===== config.mk =====
export PLATFORM = sky130hd
export DESIGN_NAME = vram_cmd_drain_flat
export DESIGN_NICKNAME = d
export VERILOG_FILES = /design/src/rtl/vram_cmd_drain_if.sv /design/src/rtl/vram_cmd_drain.sv /design/src/flat_wrapper.sv
export SDC_FILE = /design/constraint.sdc
export NUM_CORES = 1
export LEC_CHECK = 0
export CORE_MARGIN = 5
export CORE_UTILIZATION = 48
export CTS_CLUSTER_DIAMETER = 100
export CTS_CLUSTER_SIZE = 25
export DETAILED_ROUTE_END_ITERATION = 7
export GPL_TIMING_DRIVEN = 0
export PLACE_DENSITY_LB_ADDON = 0.08
export SLEW_MARGIN = 20
export SYNTH_ARGS = -nofsm -noshare
export SYNTH_HDL_FRONTEND = slang
export SYNTH_SLANG_ARGS = --single-unit
export TNS_END_PERCENT = 5

===== constraint.sdc =====
create_clock -name rclk -period 1.9 [get_ports rclk]
set_input_delay 0.19 -clock rclk [delete_from_list [all_inputs] [get_ports rclk]]
set_output_delay 0.19 -clock rclk [all_outputs]
set_load 0.01 [all_outputs]

===== src/rtl/vram_cmd_drain_if.sv =====
// vram_cmd_drain_if: FIFO read port and VRAM write port of the command drain.
//  master (drain side): drives fifo_rd, mem_addr, mem_wdata, mem_we;
//                       samples fifo_valid, fifo_empty, fifo_dout, mem_ready.
//  slave  (FIFO / arbiter side): the mirror image.
interface vram_cmd_drain_if #(
    parameter int unsigned ADDR_W = 20
);
    logic              fifo_valid;
    logic              fifo_empty;
    logic [15:0]       fifo_dout;
    logic              fifo_rd;
    logic [ADDR_W-1:0] mem_addr;
    logic [15:0]       mem_wdata;
    logic              mem_we;
    logic              mem_ready;

    modport master (
        input  fifo_valid, fifo_empty, fifo_dout, mem_ready,
        output fifo_rd, mem_addr, mem_wdata, mem_we
    );

    modport slave (
        output fifo_valid, fifo_empty, fifo_dout, mem_ready,
        input  fifo_rd, mem_addr, mem_wdata, mem_we
    );
endinterface


===== src/rtl/vram_cmd_drain.sv =====
// vram_cmd_drain: pops 16-bit words from the host command FIFO, parses them
// into NOP / WRITE / FILL packets and issues VRAM word writes.
//  rclk   : single clock
//  RESET  : synchronous active-high reset, drops any partial packet
//  bus    : master side of vram_cmd_drain_if (FIFO pop port + VRAM write port)
//  busy   : high while a packet is being processed or a pop is in flight
//  err    : sticky illegal-opcode flag, cleared only by RESET
// ADDR_W must exceed 16 (the address-high word supplies bits ADDR_W-1:16).
module vram_cmd_drain #(
    parameter int unsigned ADDR_W = 20,
    parameter int unsigned RD_LAT = 2
) (
    input  logic                   rclk,
    input  logic                   RESET,
    vram_cmd_drain_if.master       bus,
    output logic                   busy,
    output logic                   err
);
    localparam int unsigned REM_W = 13;
    localparam int unsigned AHI_W = ADDR_W - 16;
    localparam logic [2:0]  LAT_LAST = 3'(RD_LAT);
    localparam logic [3:0]  OP_NOP   = 4'h0;
    localparam logic [3:0]  OP_WRITE = 4'h1;
    localparam logic [3:0]  OP_FILL  = 4'h2;

    typedef enum logic [2:0] {
        S_HDR = 3'd0,
        S_AHI = 3'd1,
        S_ALO = 3'd2,
        S_DAT = 3'd3,
        S_MEM = 3'd4
    } state_t;

    state_t             state;
    logic               fetch_pend;
    logic [2:0]         lat_cnt;
    logic               fifo_rd_q;
    logic [3:0]         op_q;
    logic [REM_W-1:0]   remaining;
    logic [ADDR_W-1:0]  addr_q;
    logic [15:0]        wdata_q;
    logic               mem_we_q;
    logic               capture_c;
    logic               fetch_state_c;
    logic               unused_fifo_empty;

    // fifo_empty is informational only; pops are gated by fifo_valid.
    assign unused_fifo_empty = bus.fifo_empty;

    assign fetch_state_c = (state != S_MEM);
    // Popped word is on fifo_dout on the RD_LAT-th edge after the pop edge.
    assign capture_c     = fetch_pend && !fifo_rd_q && (lat_cnt == LAT_LAST);

    assign bus.fifo_rd   = fifo_rd_q;
    assign bus.mem_addr  = addr_q;
    assign bus.mem_wdata = wdata_q;
    assign bus.mem_we    = mem_we_q;

    // Fetch engine and packet FSM share one register process.
    always_ff @(posedge rclk) begin
        if (RESET) begin
            state      <= S_HDR;
            fetch_pend <= 1'b0;
            lat_cnt    <= 3'd0;
            fifo_rd_q  <= 1'b0;
            op_q       <= OP_NOP;
            remaining  <= '0;
            addr_q     <= '0;
            wdata_q    <= '0;
            mem_we_q   <= 1'b0;
            busy       <= 1'b0;
            err        <= 1'b0;
        end else begin
            // One pop outstanding at a time: pulse, then count RD_LAT edges.
            if (fetch_state_c) begin
                if (fifo_rd_q) begin
                    fifo_rd_q <= 1'b0;
                    lat_cnt   <= 3'd1;
                end else if (fetch_pend) begin
                    if (lat_cnt == LAT_LAST) begin
                        fetch_pend <= 1'b0;
                    end else begin
                        lat_cnt <= lat_cnt + 3'd1;
                    end
                end else if (bus.fifo_valid) begin
                    fifo_rd_q  <= 1'b1;
                    fetch_pend <= 1'b1;
                    busy       <= 1'b1;
                end
            end

            case (state)
                S_HDR: begin
                    if (capture_c) begin
                        case (bus.fifo_dout[15:12])
                            OP_NOP: begin
                                busy <= 1'b0;
                            end
                            OP_WRITE, OP_FILL: begin
                                op_q      <= bus.fifo_dout[15:12];
                                remaining <= (bus.fifo_dout[11:0] == 12'd0)
                                             ? 13'd4096
                                             : REM_W'(bus.fifo_dout[11:0]);
                                state     <= S_AHI;
                            end
                            default: begin
                                err  <= 1'b1;
                                busy <= 1'b0;
                            end
                        endcase
                    end
                end
                S_AHI: begin
                    if (capture_c) begin
                        addr_q[ADDR_W-1:16] <= bus.fifo_dout[AHI_W-1:0];
                        state               <= S_ALO;
                    end
                end
                S_ALO: begin
                    if (capture_c) begin
                        addr_q[15:0] <= bus.fifo_dout;
                        state        <= S_DAT;
                    end
                end
                S_DAT: begin
                    if (capture_c) begin
                        wdata_q  <= bus.fifo_dout;
                        mem_we_q <= 1'b1;
                        state    <= S_MEM;
                    end
                end
                S_MEM: begin
                    // Address/data stay put until the arbiter accepts.
                    if (bus.mem_ready) begin
                        addr_q    <= addr_q + ADDR_W'(1);
                        remaining <= remaining - REM_W'(1);
                        if (remaining == REM_W'(1)) begin
                            state    <= S_HDR;
                            mem_we_q <= 1'b0;
                            busy     <= 1'b0;
                        end else if (op_q == OP_WRITE) begin
                            state    <= S_DAT;
                            mem_we_q <= 1'b0;
                        end
                        // FILL: stay in S_MEM re-writing the latched word.
                    end
                end
                default: begin
                    state <= S_HDR;
                end
            endcase
        end
    end
endmodule


===== src/flat_wrapper.sv =====
// flat-port wrapper written by rule: the top's interface ports become plain ports
module vram_cmd_drain_flat 
#(
    parameter int unsigned ADDR_W = 20,
    parameter int unsigned RD_LAT = 2
)
  (rclk, RESET, busy, err, bus_fifo_valid, bus_fifo_empty, bus_fifo_dout, bus_mem_ready, bus_fifo_rd, bus_mem_addr, bus_mem_wdata, bus_mem_we);
  vram_cmd_drain_if #(.ADDR_W(ADDR_W)) bus_i ();
  input  logic rclk;
  input  logic RESET;
  output logic busy;
  output logic err;
  input wire logic [$bits(bus_i.fifo_valid)-1:0] bus_fifo_valid;
  input wire logic [$bits(bus_i.fifo_empty)-1:0] bus_fifo_empty;
  input wire logic [$bits(bus_i.fifo_dout)-1:0] bus_fifo_dout;
  input wire logic [$bits(bus_i.mem_ready)-1:0] bus_mem_ready;
  output wire logic [$bits(bus_i.fifo_rd)-1:0] bus_fifo_rd;
  output wire logic [$bits(bus_i.mem_addr)-1:0] bus_mem_addr;
  output wire logic [$bits(bus_i.mem_wdata)-1:0] bus_mem_wdata;
  output wire logic [$bits(bus_i.mem_we)-1:0] bus_mem_we;
  assign bus_i.fifo_valid = bus_fifo_valid;
  assign bus_i.fifo_empty = bus_fifo_empty;
  assign bus_i.fifo_dout = bus_fifo_dout;
  assign bus_i.mem_ready = bus_mem_ready;
  assign bus_fifo_rd = bus_i.fifo_rd;
  assign bus_mem_addr = bus_i.mem_addr;
  assign bus_mem_wdata = bus_i.mem_wdata;
  assign bus_mem_we = bus_i.mem_we;
  vram_cmd_drain #(.ADDR_W(ADDR_W), .RD_LAT(RD_LAT)) u_core (.rclk(rclk), .RESET(RESET), .bus(bus_i), .busy(busy), .err(err));
endmodule

# After elaboration in Yosys (flattened, before gate mapping)
# Index checks and enable logic that the tools add are counted.
# word_totals
reg_bits	64
input_bits	21
word_cells	99
out_inout_bits	40
# classes
addsub	3
n_reduce_logical	23
eq_ne	18
muxes	41
bitwise_logic	2
# op_table
operator	n
$mux 13	4
$mux 3	11
$pmux 16 s2	1
$pmux 13 s2	1
$add 20x1->20 const B	1
$mux 20	1
$mux 1	17
$mux 16	1
$pmux 3 s5	1
$reduce_and 3->1	5
$eq 13x1->1 const B	1
$sub 13x1->13 const B	1
$logic_not 12->1	1
$ne 2x1->1 const B	5
$reduce_bool 2->1	5
$eq 3x2->1 const B	3
$eq 4x1->1 const B	2
$pmux 4 s2	1
$reduce_and 4->1	2
$reduce_and 7->1	1
$eq 4x2->1 const B	1
$logic_not 4->1	1
$mux 4	1
$ne 2x2->1 const B	2
13 further kinds	17

# Depth between registers and ports, before layout
# depth
ltp_word	7
ltp_mapped	9
mapped_depth_nobuf	7

# Worst setup path after synthesis
# Ideal clock, no wire load.
# synth_timing
kind	register to register
from	register u_core.remaining[0]
to	register u_core.remaining[10]
setup_time_ns	0.070
stages_incl_launch_ff	8
arrival_time_ns	1.861
synth_period_minus_slack_ns	1.931
t_required_ns	1.830
n_path_buf	0
slack_ns	-0.031
path_cell_list	dfxtp_1 inv_1 ha_1 or3b_2 or4_1 o31ai_1 nand2_1 a21oi_1
# synth_between
elab_chain_len	3
# synth_rtl
element	line_no	source
start, declared	vram_cmd_drain.sv:39	logic [REM_W-1:0] remaining;
start signal, assigned	vram_cmd_drain.sv:101	remaining <= (bus.fifo_dout[11:0] == 12'd0)
start signal, assigned	vram_cmd_drain.sv:136	remaining <= remaining - REM_W'(1);
$sub 13x1->13	vram_cmd_drain.sv:136	
$mux 13	vram_cmd_drain.sv:134	if (bus.mem_ready) begin
$pmux 13 s2	vram_cmd_drain.sv:92	case (state)
# Every way passes these cells. The select of a mux whose other input is x is not followed.
# A chain may end at the register's enable or synchronous reset.

# Worst setup path after layout
# layout_timing
from	register u_core.state[0]
to	register u_core.remaining[7]
# layout_between
elab_chain_len	3
elab_cells_between_ends	8
cone_classes	eq/ne: 4; mux: 1; reduce/logical: 3
# layout_rtl
element	line_no	source
start, declared	vram_cmd_drain.sv:34	state_t state;
start signal, assigned	vram_cmd_drain.sv:62	state <= S_HDR;
start signal, assigned	vram_cmd_drain.sv:104	state <= S_AHI;
start signal, assigned	vram_cmd_drain.sv:116	state <= S_ALO;
$eq 3x3->1 / $logic_not 3->1 (equally long branches)	vram_cmd_drain.sv:92	
$ne 2x2->1 (no source line) (tied with other cells)	--	
$reduce_and 4->1 (no source line)	--	
# Several ways; a longest one is shown, not always the timed one.

==> reports/qor.csv <==
stage,metric,value,unit
outcome,status,"complete, but fails checks",
outcome,failed_checks,setup timing,
route,drt_wl_total,12000,µm
global_routing,antenna_found_initial,0,
worst_setup_path,crit_chain,or3b_4 -> buf_6 -> or4_4 -> o31ai_2 -> nand2_1 -> a21oi_1,
logic_synthesis,synth_cell_types,64,
floorplanning,die-area,0.00922,mm²
worst_setup_path,critPathCapture,u_core.remaining[7]$_SDFFE_PP0P_,
sta,finClkSkew,5.79,ps
worst_setup_path,path_class,flip-flop to flip-flop,
cts,clockBufferDepth,2,
global_routing,grt_pass1_wl,18400,µm
cts,clock-sinks,64,
logic_synthesis,synth_ff_type,dfxtp_1,
worst_setup_path,r2r-start,u_core.state[0]$_SDFFE_PP0P_,
sta,setup_viol,5,
worst_setup_path,reg2reg_setup_slack,-40,ps
cts,tritoncts,yes,
global_routing,grt_pass1_vias,3566,
logic_synthesis,yosysMostFrequentCell,dfxtp_1,
sta,worst_pin_slew,718,ps
route,vias,3928,
cells_and_area,antennaDiodeCount,0,
cts,clk_pin_slew,70,ps
floorplanning,core,0.00721,mm²
worst_setup_path,worstPathArrival,2210,ps
logic_synthesis,ys_seq_area_frac,0.361,
route,wl_per_cell,18.8,µm
min_path,holdPathStages,2,
logic_synthesis,syn_avg_cell_area,7.95,µm²
cells_and_area,postLayoutCellArea,0.00487,mm²
run,drv_cap,0,
sta,min_period,1940,ps
worst_setup_path,path_buf_inv,1,
placement,io_buffers,58,
logic_synthesis,ys_async_sr_fraction,0,
sta,grt_setup_unrepaired,yes,
power_and_ir_drop,max-vdd-ir-drop,0.312,mV
min_path,min_path_type,input pin to flip-flop,
cells_and_area,layout.nets,560,
cells_and_area,drive_gt1_frac,0.219,
worst_setup_path,cp-start-kind,flip-flop,
worst_setup_path,required,2180,ps
worst_setup_path,reg2reg_to,u_core.remaining[7]$_SDFFE_PP0P_,
logic_synthesis,synth_edf_count,0,
power_and_ir_drop,power,2730,µW
worst_setup_path,crit_path_end_kind,flip-flop,
placement,gp_congestion,0.901,
logic_synthesis,yosys-top-cells-area,"dfxtp_1 36%, nor2_1 5.9%, a21oi_1 5.6%",
floorplanning,ios,61,
cts,root_buffer,clkbuf_8,
placement,dpl-instance-area,0.00427,mm²
floorplanning,row_count,31,
power_and_ir_drop,power_density,561,mW/mm²
worst_setup_path,cp_slowest_cell,or4_4,
power_and_ir_drop,leakage,0.00169,µW
sta,slew_viol_final,0,
logic_synthesis,synth_fp_nets,473,
sta,max_clock_freq,0.516,GHz
floorplanning,die_w,96.0,µm
placement,hpwl,8220,µm
route,antenna_left,0,
cells_and_area,area_growth,37.1,%
worst_setup_path,crit_start,u_core.state[0]$_SDFFE_PP0P_,
cts,htreeDepth,3,
route,drtIter0Drc,403,
sta,final_hold_viol_count,0,
route,routed_via_density,6.16,
worst_setup_path,crit_family,simple AND/OR/NAND/NOR gates,
sta,slew-limit-headroom,0.521,
worst_setup_path,cp_slowest_stage_delay,510,ps
route,post-route-drc-count,0,
floorplanning,initial_core_util,0.492,
worst_setup_path,cp_max_fo,10,
route,drt_pass1_iterations,5,
floorplanning,dieHeight,96.0,µm
global_routing,grt_max_degree,12,
sta,fin_crit_sh,1.02,
logic_synthesis,synth_area,0.00355,mm²
logic_synthesis,synth_top_area_frac,0.361,
logic_synthesis,ys_seq_elements,64,
cts,hold_buffers,0,
logic_synthesis,yosys-top-cells-count,"64 x dfxtp_1, 56 x nor2_1, 42 x nand2_1",
logic_synthesis,syn_inst,447,
cts,clock_latency,350,ps
global_routing,grt-ovfl-total,0,
worst_setup_path,crit_cells,6,
logic_synthesis,yosys.area.top_type,dfxtp_1,
sta,fin_tns_setup,-113,ps
sta,holdWs,369,ps
sta,fin_ws,-38.0,ps
cts,numCtsBuffers,9,
global_routing,grt_util_all_layers,0.261,
worst_setup_path,r2r_cells,6,
logic_synthesis,ys.warnings.count,0,
==> flip-flops by register name, summed over array words and instances, names as in the netlist <==
| signal | count |
|---|---|
| u_core.bus.fifo_rd | 1 |
| u_core.bus.mem_addr | 20 |
| u_core.bus.mem_wdata | 16 |
| u_core.bus.mem_we | 1 |
| u_core.busy | 1 |
| u_core.err | 1 |
| u_core.fetch_pend | 1 |
| u_core.lat_cnt | 3 |
| u_core.op_q | 4 |
| u_core.remaining | 13 |
| u_core.state | 3 |
==> power by group <==
| group | leakage [µW] | internal, µW | total, µW | switching [µW] |
|---|---|---|---|---|
| Sequential | 0.000526 | 1350 | 1360 | 14.1 |
| Clock | 0.0000920 | 599 | 1160 | 559 |
| Combinational | 0.00108 | 96.6 | 213 | 116 |
| Total | 0.00169 | 2040 | 2730 | 689 |
==> layout make-up <==
class                   count  area [µm²]
multi-input cells         342        2280
flip-flops and latches     64        1310
clock buffers              10         128
inverters                  13        48.8
fillers                   612        2340
plain buffers              26         164
well taps                  99         124
clock inverters             6        60.1
repair buffers             78         752
==> logic make-up (layout without fill, tap and decap cells) <==
logic type	after synthesis	in the layout	share of synthesized area
compound gates	141	141	0.257
xor+xnor	1	1	0.00247
fa+ha+maj	5	5	0.0176
flops	64	64	0.361
buf+inv	41	133	0.0557
simple gates	177	177	0.256
mux	18	18	0.0507
==> layer usage <==
layer  vias up  track usage  routed length (µm)
met1      1870        0.342                5010
met2       207        0.434                5710
li1       1820            -                   -
met4         0        0.105                 324
met3        31       0.0336                 937
met5         -            0                   0
==> per-stage QoR <==
step,std cells,utilization,setup WS [ps]
2_1_floorplan,447,-,-21.4
3_3_place_gp,604,0.592,-442
3_5_place_dp,604,0.592,-493
4_1_cts,635,0.651,-47.7
5_1_grt,638,0.675,-91.7
6_report,638,0.675,-38.0
==> how the worst min path moves through the flow <==
stage / slack (ps) / startpoint / to
finish: 370 / RESET / u_core.bus.mem_addr[18]$_SDFFE_PP0P_
CTS: 340 / RESET / u_core.bus.mem_addr[18]$_SDFFE_PP0P_
detailed placement: 470 / u_core.err$_SDFFE_PP0P_ / u_core.err$_SDFFE_PP0P_
floorplan: 340 / bus_fifo_dout[0] / u_core.bus.mem_wdata[0]$_SDFFE_PP0P_
global route: 390 / RESET / u_core.bus.mem_addr[18]$_SDFFE_PP0P_
global placement: 460 / u_core.err$_SDFFE_PP0P_ / u_core.err$_SDFFE_PP0P_
==> worst register-to-register path, cell delays in order (launching register included) <==
cell and delay [ps]:
dfxtp_2 360, or3b_4 420, buf_6 170, or4_4 510, o31ai_2 200, nand2_1 70
a21oi_1 130
==> repair_timing <==
action / CTS / global route
hold endpoints to repair: 0 / 0
pin swaps: 14 / 7
endpoints found under the setup margin: 56 / 54
cloned: 0 / 1
gates resized for setup: 45 / 45
buffers inserted: 16 / 3
==> placed cells by master, fill, tap and decap left out, types with 4 or more instances in the layout <==
master,count
clkdlybuf4s50_1,58
nor2_1,55
dfxtp_1,47
nand2_1,42
a21oi_1,40
o21ai_0,35
buf_4,21
mux2i_1,18
nand3_1,14
dfxtp_2,13
clkbuf_1,10
inv_1,10
a31oi_1,9
nor3_1,9
clkbuf_8,9
a211oi_1,7
and2_1,6
and3_1,6
clkbuf_2,5
nor3b_1,5
nor4_1,5
clkbuf_4,4
a311oi_1,4
nand4_1,4
o21ba_2,4
dfxtp_4,4
Power figures use the tool's default switching activity.
==> variant (config.mk and constraints unchanged) <==
The 5 states of `state_t` get a Gray code encoding in 3 bits.
--- a/src/rtl/vram_cmd_drain.sv
+++ b/src/rtl/vram_cmd_drain.sv
@@ -24,11 +24,11 @@
     localparam logic [3:0]  OP_FILL  = 4'h2;
 
     typedef enum logic [2:0] {
-        S_HDR = 3'd0,
-        S_AHI = 3'd1,
-        S_ALO = 3'd2,
-        S_DAT = 3'd3,
-        S_MEM = 3'd4
+        S_HDR = 3'b000,
+        S_AHI = 3'b001,
+        S_ALO = 3'b011,
+        S_DAT = 3'b010,
+        S_MEM = 3'b110
     } state_t;
 
     state_t             state;
Function: no difference found for any inputs over 10 cycles, from zero or initial values and one cycle with RESET high; not proved beyond that.
==> variant against the original RTL <==
Clock skew is essentially flat. Die area shrank 1.4%. Total power grew 6.4%. Sequential cell count is the same. Via count shrank 4.0%. Clock power grew 15%. Wire length shrank 6.3%. Sequential share of layout area grew 1.4 points. Setup slack gained 0.11 ns. Non-clock buffer count shrank 14. Final area shrank 6.7%. Utilization shrank 4.2 points. Synthesized area shrank 1.5%. Critical endpoint is now u_core.remaining[1]. Largest power group unchanged. Highest routed layer unchanged.
==> variant: results (changes against the original RTL) <==
| Metric | Value |
|---|---|
| TNS Setup | `0 ns (+0.113 ns)` |
| Leak pwr | `1.57 nW (-7.6%)` |
| CP max stage cell | `dfxtp_2` |
| Mapped Nets | `481 (+1.7%)` |
| Critical Path End | `u_core.remaining[1]` |
| WHS | `0.454 ns (+0.0853 ns)` |
| Synth cell types | `62 (-3.1%)` |
| Nets | `552 (-1.4%)` |
| Share of post-route cells with drive strength above 1 | `12.4% (-9.5 points)` |
| First-pass GRT wire length | `17700 µm (-4.0%)` |
| Port bufs | `59 (+1.7%)` |
| Slowest stage delay, CP | `0.34 ns (-0.17 ns)` |
| VDD IR-drop max | `0.401 mV (+29%)` |
| Gpl congestion | `0.893 (-0.94%)` |
| Post-DP HPWL | `8060 µm (-1.9%)` |
| WL final | `11200 µm (-6.3%)` |
| List of most frequent post-synthesis cells | `79 x nand2_1, 64 x dfxtp_1, 57 x a21oi_1` |
| Synth Instances | `455 (+1.8%)` |
| Cell area after placement | `0.00421 mm² (-1.3%)` |
| Sequential cell area fraction in the yosys report | `36.6% (+0.55 points)` |
| Setup slack, reg-to-reg | `0.07 ns (+0.11 ns)` |
| CP arrival | `2.05 ns (-0.16 ns)` |
| Gr usage total | `25.5% (-0.65 points)` |
| Via/cell ratio | `5.99 (-2.8%)` |
| Final period utilization | `96.3% (-5.7 points)` |
| CP Launch Point | `u_core.lat_cnt[0]` |
| Vias in the first global route | `3472 (-2.6%)` |
| Dominant cells by area after synthesis | `dfxtp_1 37%, nand2_1 8.5%, a21oi_1 8.2%, o21ai_0 5.6%, nor2_1 3.9%` |
| Slew Limit Headroom | `54.2% (+2.1 points)` |
| Adder-cell area share of the yosys netlist | `1.79% (+0.027 points)` |
| Outcome | `finished, final reports clean` |
| Hold path endpoint | `u_core.bus.mem_wdata[8]` |
| Placed cell count | `613 (+1.5%)` |
| Compound-cell area share of the yosys netlist | `26.4% (+0.68 points)` |
| Worst Hold Class | `flop to flop` |
| Comb power frac | `7.1% (-0.7 points)` |
| Psw | `0.690 mW (about the same)` |
-- variant: cell types whose count changed after synthesis, moves of 4 or more --
cell	before	now
mux2i_1	18	2
nor2_1	56	36
nand2_1	42	79
o31ai_1	4	8
clkbuf_1	19	12
buf_4	0	4
a21oi_1	40	57
buf_2	4	10
-- variant: layer usage --
metal	part of all wire, %	track usage [%]	up-vias	wire length [µm]
met5	0	0	-	0
met4	1.9	10.1	0	218
met3	8.9	5.84	16	1000
met2	45	38.5	184	5050
met1	44	35.1	1770	4950
li1	-	-	1802	-
-- variant: cell type report --
class                   count  area, µm²
clock inverters             5       80.1
plain buffers              28        179
repair buffers             62        613
clock buffers              11        141
inverters                  11       41.3
multi-input cells         350       2080
well taps                  99        124
flip-flops and latches     64       1290
fillers                   633       2630
-- variant: timing repair --
item / 4_1_cts / 5_1_grt
setup buffers: 1 / 2
endpoints found under the setup margin: 27 / 41
resized for setup: 11 / 22
pin swaps: 1 / 3
hold endpoints to repair: 0 / 0
